<file path="src/rtl/sdram_aref_burst.sv">
// sdram_aref_burst: periodic SDRAM auto-refresh engine with pending debt and burst servicing
module sdram_aref_burst #(
    parameter int ADDR_W    = 11,
    parameter int DATA_W    = 32,
    parameter int DQM_W     = 4,
    parameter int BA_W      = 2,
    parameter int TREF_CYC  = 2048,
    parameter int TRP_CYC   = 2,
    parameter int TRFC_CYC  = 10,
    parameter int MAX_PEND  = 8,
    parameter int URGENT_TH = 4,
    parameter int MAX_BURST = 4,
    localparam int PW       = $clog2(MAX_PEND + 1)
) (
    input  logic              sclk,
    input  logic              srst_n,
    input  logic              init_end,
    output logic              aref_req,
    output logic              aref_urgent,
    input  logic              aref_en,
    output logic              aref_done,
    output logic [PW-1:0]     aref_pend,
    output logic              aref_overflow,
    output logic              aref_cs_n,
    output logic              aref_ras_n,
    output logic              aref_cas_n,
    output logic              aref_we_n,
    output logic [ADDR_W-1:0] aref_addr,
    output logic [BA_W-1:0]   aref_ba,
    output logic [DATA_W-1:0] aref_data,
    output logic              aref_oe_n,
    output logic [DQM_W-1:0]  aref_dqm
);

    localparam int IW   = (TREF_CYC > 2) ? $clog2(TREF_CYC) : 1;
    localparam int MAXW = (TRP_CYC > TRFC_CYC) ? TRP_CYC : TRFC_CYC;
    localparam int WW   = $clog2(MAXW + 1);
    localparam int BW   = $clog2(MAX_BURST + 1);

    typedef enum logic [2:0] {
        S_IDLE,
        S_PRE,
        S_TRP,
        S_AREF,
        S_TRFC,
        S_DONE
    } state_t;

    state_t          r_state;
    state_t          w_next;
    logic            r_init;
    logic [IW-1:0]   r_icnt;
    logic            r_tick;
    logic [PW-1:0]   r_pend;
    logic            r_ovf;
    logic [BW-1:0]   r_burst;
    logic [WW-1:0]   r_wait;
    logic            w_issue;
    logic            w_req;
    logic            w_wrap;
    logic [3:0]      w_cmd;

    assign w_issue = (r_state == S_AREF);
    assign w_req   = (r_pend != '0) && (r_state == S_IDLE);
    assign w_wrap  = (r_icnt == IW'(TREF_CYC - 1));

    // Init-done latch: once set, stays set until reset
    always_ff @(posedge sclk or negedge srst_n) begin
        if (!srst_n)
            r_init <= 1'b0;
        else if (init_end)
            r_init <= 1'b1;
    end

    // Free-running refresh interval; a registered tick fires once per wrap
    always_ff @(posedge sclk or negedge srst_n) begin
        if (!srst_n) begin
            r_icnt <= '0;
            r_tick <= 1'b0;
        end else begin
            r_tick <= r_init && w_wrap;
            if (r_init)
                r_icnt <= w_wrap ? '0 : r_icnt + 1'b1;
        end
    end

    // Refresh debt: ticks add, issued AREFs subtract, saturating with sticky overflow
    always_ff @(posedge sclk or negedge srst_n) begin
        if (!srst_n) begin
            r_pend <= '0;
            r_ovf  <= 1'b0;
        end else if (r_tick && !w_issue) begin
            if (r_pend == PW'(MAX_PEND))
                r_ovf <= 1'b1;
            else
                r_pend <= r_pend + 1'b1;
        end else if (w_issue && !r_tick) begin
            r_pend <= r_pend - 1'b1;
        end
    end

    // State register
    always_ff @(posedge sclk or negedge srst_n) begin
        if (!srst_n)
            r_state <= S_IDLE;
        else
            r_state <= w_next;
    end

    // Spacing counter restarts on every state change and runs only in wait states
    always_ff @(posedge sclk or negedge srst_n) begin
        if (!srst_n)
            r_wait <= '0;
        else if (r_state != w_next)
            r_wait <= '0;
        else if (r_state == S_TRP || r_state == S_TRFC)
            r_wait <= r_wait + 1'b1;
    end

    // AREF commands issued in the current sequence
    always_ff @(posedge sclk or negedge srst_n) begin
        if (!srst_n)
            r_burst <= '0;
        else if (r_state == S_DONE)
            r_burst <= '0;
        else if (w_issue)
            r_burst <= r_burst + 1'b1;
    end

    // Next-state logic: PRE, tRP wait, then AREF/tRFC pairs until burst limit or debt cleared
    always_comb begin
        w_next = r_state;
        case (r_state)
            S_IDLE: w_next = (w_req && aref_en) ? S_PRE : S_IDLE;
            S_PRE:  w_next = S_TRP;
            S_TRP:  w_next = (r_wait == WW'(TRP_CYC - 1)) ? S_AREF : S_TRP;
            S_AREF: w_next = S_TRFC;
            S_TRFC: w_next = (r_wait != WW'(TRFC_CYC - 1)) ? S_TRFC :
                             (r_burst < BW'(MAX_BURST) && r_pend != '0) ? S_AREF : S_DONE;
            S_DONE: w_next = S_IDLE;
            default: w_next = S_IDLE;
        endcase
    end

    // Command decode straight from state: PRE=0010, AREF=0001, otherwise NOP
    always_comb begin
        w_cmd = (r_state == S_PRE)  ? 4'b0010 :
                (r_state == S_AREF) ? 4'b0001 : 4'b0111;
    end

    assign {aref_cs_n, aref_ras_n, aref_cas_n, aref_we_n} = w_cmd;
    assign aref_req      = w_req;
    assign aref_urgent   = (r_pend >= PW'(URGENT_TH));
    assign aref_done     = (r_state == S_DONE);
    assign aref_pend     = r_pend;
    assign aref_overflow = r_ovf;
    assign aref_addr     = ADDR_W'(11'h400);
    assign aref_ba       = '0;
    assign aref_data     = '0;
    assign aref_oe_n     = 1'b1;
    assign aref_dqm      = '0;

endmodule

</file>
<file path="config.mk">
export PLATFORM = sky130hd
export DESIGN_NAME = sdram_aref_burst
export DESIGN_NICKNAME = d
export VERILOG_FILES = /design/src/rtl/sdram_aref_burst.sv
export SDC_FILE = /design/constraint.sdc
export NUM_CORES = 1
export LEC_CHECK = 0
export CORE_ASPECT_RATIO = 2
export CORE_MARGIN = 5
export CORE_UTILIZATION = 45
export CTS_CLUSTER_DIAMETER = 200
export DETAILED_ROUTE_END_ITERATION = 8
export PLACE_DENSITY = 0.8
export SYNTH_ARGS = -nofsm -noshare
export SYNTH_HDL_FRONTEND = slang
export SYNTH_SLANG_ARGS = --single-unit
</file>
<file path="constraint.sdc">
create_clock -name sclk -period 2.8 [get_ports sclk]
set_input_delay 0.42 -clock sclk [delete_from_list [all_inputs] [get_ports sclk]]
set_output_delay 0.42 -clock sclk [all_outputs]
set_load 0.1 [all_outputs]
</file>
**Yosys cells after proc, flatten, opt, wreduce, memory -nomap -nowiden**

Index checks and enable logic that the tools add are counted.

- Add/sub/neg operators: 5
- Equal/unequal tests: 11
- Div/mod/pow operators: 0
- Order comparisons: 2
- Shift operators: 0
- Reduce and logical (&&, ||, !) cells: 16
- $mul: 0
- Bitwise logic cells: 0
- Muxes and demuxes: 15

Operators by type and width:

| operator | number |
|---|---|
| $mux 4 | 5 |
| $mux 3 | 6 |
| $pmux 3 s5 | 1 |
| $add 11x1->11 const B | 1 |
| $eq 11x11->1 const B | 1 |
| $mux 11 | 1 |
| $add 4x1->4 const B | 2 |
| $eq 3x2->1 const B | 2 |
| $eq 3x3->1 const B | 2 |
| $logic_and 1x1->1 | 6 |
| $reduce_bool 2->1 | 3 |
| $eq 4x1->1 const B | 1 |
| $eq 4x4->1 const B | 1 |
| $ge 4x3->1 const B | 1 |
| $ne 4x4->1 const B | 1 |
| $reduce_and 2->1 | 2 |
| $reduce_bool 4->1 | 1 |
| $sub 4x1->4 const B | 1 |
| $add 3x1->3 const B | 1 |
| $eq 3x1->1 const B | 1 |
| $logic_not 3->1 | 1 |
| $lt 3x3->1 const B | 1 |
| $ne 3x3->1 | 1 |
| $logic_not 1->1 | 2 |
| 3 further kinds | 4 |

- Memory bits (read-only): 0
- Register bits after elaboration: 28
- Logic and storage cells: 57
- RAM bits: 0
- Latch bits: 0
- Bits of input ports: 4
- Memories kept: 0

**Logic depth before layout (Yosys ltp)**

- Depth after elaboration: 7
- Depth in mapped cells: 9

**Worst setup path before layout**

Ideal clock, no wire load.

- Kind: register to register
- Start point: register r_state[1]
- End point: register r_pend[3], in the netlist aref_pend[3]
- Buffers on the path: 1
- Data arrival time: 2817 ps
- Data required time: 2634 ps
- Path slack: -183 ps
- Cell stages (with the launch flop): 10
- Path through: dfrtp_1 buf_2 and3b_1 inv_1 nand2_1 ha_1 a21o_1 a2111o_1 o311ai_0 o21ai_0

- Longest elaborated chain between the ends: 5
- Elaborated cells on any way between the ends: 8

RTL lines:

| element | RTL line | text |
|---|---|---|
| from (decl) | 49 | `state_t r_state;` |
| from (signal assigned) | 107 | `r_state <= w_next;` |
| $eq 3x2->1 * | 63 | `assign w_issue = (r_state == S_AREF);` |
| $logic_not 1->1 | 92 | `end else if (r_tick && !w_issue) begin` |
| $logic_and 1x1->1 | 92 |  |
| $ne 2x2->1 (no line) / $reduce_bool 2->1 (equally long branches) | -- |  |
| $reduce_and 2->1 (no line) | -- |  |
| to (signal assigned) | 96 | `r_pend <= r_pend + 1'b1;` |
| to (signal assigned) | 98 | `r_pend <= r_pend - 1'b1;` |
| to (decl) | 54 | `logic [PW-1:0] r_pend;` |

Every way passes the cells marked *; elsewhere a longest branch is shown, timed or not.
A chain may end at the register's enable or synchronous reset.

**Final worst setup path**

- Start point: register r_state[2]
- End point: register r_pend[3], in the netlist aref_pend[3]

Same word-level chain as after synthesis.

==> results.txt <==
max-capacitance violation count: 0
layout overhead on the synthesized area: 3.38%
arrival time reported for the critical path endpoint: 2.63 ns
count of vias placed by the detailed router: 1,216
Overall Power: 1.27 mW
WL per Instance: 12.5 um
Post CTS Setup Buffer Count: 0
number of hold violations in the final report: 0
post-route DRC violation count: 0
global-route total usage across every layer: 12.6%
number of nets still failing antenna checks after routing: 0
fraction of the mapped netlist area in compound gates: 8.44%
Inserted Diodes: 0
fin cells: 262
height of the die: 101 um
clk sink count: 28
final design instance area without fill: 1920 sq um
cell type group with the largest total delay on the critical path: compound AO/OA/AOI/OAI gates
async set or reset register ratio after synthesis: 100%
number of synthesized flops with an enable pin: 0
detailed router's first-iteration violation count: 20
clock insertion delay at the later pin of the skew report: 0.27 ns
Hold Slack: 0.489 ns
distinct cell type count after synthesis: 44
Worst Path Required: 2.95 ns
post-synthesis adder-cell area fraction: 5.13%
fraction of synthesized area in multiplexers: 1.76%
actual transition at the worst max-transition pin: 0.706 ns
number of buffers inserted during clock tree synthesis: 3
Crit Path Class: reg2reg
number of search-and-repair iterations in the first detailed-routing pass: 4
prevailing post-synth register cell: sky130_fd_sc_hd__dfrtp_1
clk slew on worst S/H paths: 0.09 ns
cell at the root of the clock tree: sky130_fd_sc_hd__clkbuf_8
I/O pins: 66
Max H-tree Level: 1
Syn Std Cell Area: 1850 sq um
result of the run: finished clean
Longest Clk Path Bufs: 2
Critical Path, Cell by Cell: and3b_1, clkinvlp_4, nand2_4, ha_1, a21o_1, a2111o_1, o311ai_0, o21ai_0
setup repair after global routing missed its margin: false
number of cells in the design after placement: 258
worst vdd ir: 0.000396 V
delay contributed by the slowest stage of the critical path: 0.49 ns
number of buffers added on ports: 14
first-pass GRT wire length: 5.56 mm
syn_area_per_cell: 9.50 sq um
clock tree from TritonCTS: done
CP bufs+invs: 1
largest family of logic cells by synthesized area: buffers and inverters
detailed placement HPWL: 2.62 mm
Max Freq: 403 MHz
max-slew violation total from the final report: 0
Detailed Route WL: 3.28 mm
number of cell rows: 33
Post-CTS Hold Fix Bufs: 0
static power due to leakage: 0.934 nW
number of antenna violations at the first check in global routing: 0
Congestion Overflow GR: 0
detailed-route vias per instance: 4.64
cell area power density: 663 nW/um^2
flip-flop and latch count after synthesis: 28
setup TNS after final layout: 0 ns
setup violators final: 0
basic-gate share of the synthesized area counting and, or, nand and nor cells: 15.9%
ratio of cells with drive above 1 in the final layout: 14.3%
Critical Path End Type: register
Min-Delay Path Class: reg2reg
initial core utilization: 45.8%
Critical Path Stages: 8
slack of the critical path: 0.317 ns
Cells after Synth: 195
max_slew headroom: 52.5%
clock period minus worst slack: 2.48 ns
sort of element at the start of the critical path: register
via count of the first global-routing pass: 1,220
Hold Path Cell Cnt: 1
final worst-path cycle share: 88.7%
sequential area share after synthesis: 37.8%
xor and xnor fraction of the mapped netlist area: 7.56%
utilization of the core after routing: 47.3%
Final Wtd Congestion: 0.810
horizontal die dimension: 55.4 um
depth of the worst register-to-register path: 8
PostCTS Resize Cnt: 0
largest net degree at the start of global routing: 29
worst-path fanout max: 10
master of the slowest instance on the critical path: sky130_fd_sc_hd__dfrtp_1
dpl cell area: 1840 sq um
Core Footprint: 4050 sq um
area enclosed by the die boundary: 5580 sq um
Placement Setup Slack: 0.315 ns
Yosys warning count: 0
final clock skew: 0.00535 ns
Net count, final: 222
==> final timing paths <==
path                                              from                       end  slack [ns]
worst max register to register    r_state[2]$_DFF_PN0_  aref_pend[3]$_DFFE_PN0P_        0.32
max in group asynchronous                       srst_n  aref_pend[1]$_DFFE_PN0P_        2.00
worst min-delay path            r_burst[2]$_DFFE_PN0P_    r_burst[2]$_DFFE_PN0P_        0.49
worst max-delay path              r_state[2]$_DFF_PN0_  aref_pend[3]$_DFFE_PN0P_        0.32
min in group asynchronous                       srst_n     r_wait[0]$_DFFE_PN0P_        0.53
worst min register to register  r_burst[2]$_DFFE_PN0P_    r_burst[2]$_DFFE_PN0P_        0.49
==> cell usage after synthesis (2+ instances only) <==
library cell               instances  area, sq um
sky130_fd_sc_hd__buf_4            51          383
sky130_fd_sc_hd__dfrtp_1          28          701
sky130_fd_sc_hd__nand2_1          12         45.0
sky130_fd_sc_hd__nor2_1           12         45.0
sky130_fd_sc_hd__xnor2_1          11         96.3
sky130_fd_sc_hd__inv_1             8         30.0
sky130_fd_sc_hd__o21ai_0           8         40.0
sky130_fd_sc_hd__ha_1              6         75.1
sky130_fd_sc_hd__nor3_1            5         25.0
sky130_fd_sc_hd__xor2_1            5         43.8
sky130_fd_sc_hd__nand4_1           4         25.0
sky130_fd_sc_hd__a21oi_1           3         15.0
sky130_fd_sc_hd__and3b_1           3         26.3
sky130_fd_sc_hd__or2_2             3         18.8
sky130_fd_sc_hd__buf_2             2         10.0
sky130_fd_sc_hd__conb_1            2         7.51
sky130_fd_sc_hd__mux2_2            2         22.5
sky130_fd_sc_hd__nand2b_1          2         12.5
sky130_fd_sc_hd__nand3_1           2         10.0
sky130_fd_sc_hd__nor3b_1           2         15.0
==> area by class of cell <==
class	instances	area (sq um)
sequential	28	701
clock inverter	1	30.0
clock buffer	3	41.3
timing repair buffer	16	128
multi-input combinational	154	917
inverter	8	33.8
tap	52	65.1
fill	408	2130
==> layout by cell type, fill, tap and decap left out, drive strengths merged, types with 2 or more instances in the layout <==
cell type and instances:
nor2 12, a21oi 3, conb 51, and4 2, nor3 5, buf 13
xor2 5, o21ai 9, inv 7, nand2b 2, and3b 3, nand2 12
dfrtp 28, nand4 4, nor3b 2, xnor2 11, clkbuf 3, or2 3
clkdlybuf4s50 3, ha 6, nand3 2, mux2 2, and3 2
==> flip-flops by register name, indices dropped and copies added, names as in the netlist <==
name	flops
r_icnt	11
aref_pend	4
r_wait	4
r_burst	3
r_state	3
aref_overflow	1
r_init	1
r_tick	1
==> where the power goes <==
| group | total, mW | internal (mW) | switching [mW] |
|---|---|---|---|
| clock network | 0.313 | 0.191 | 0.121 |
| registers | 0.511 | 0.453 | 0.0585 |
| logic | 0.446 | 0.0622 | 0.384 |
==> logic make-up after synthesis <==
family | Yosys count
simple gates | 54
compound gates | 23
buf+inv | 62
flops | 28
mux | 3
other cells | 2
fa+ha+maj | 7
xor+xnor | 16
==> layer usage <==
| metal | vias to the layer above | global-route usage (%) | part of all wire (%) |
|---|---|---|---|
| li1 | 581 | - | - |
| met1 | 582 | 13.1 | 37 |
| met2 | 47 | 23.3 | 55 |
| met3 | 6 | 1.79 | 6.0 |
| met4 | 0 | 7.49 | 2.4 |
| met5 | - | 0 | 0 |
No activity file was read; power rests on OpenSTA's default activity.
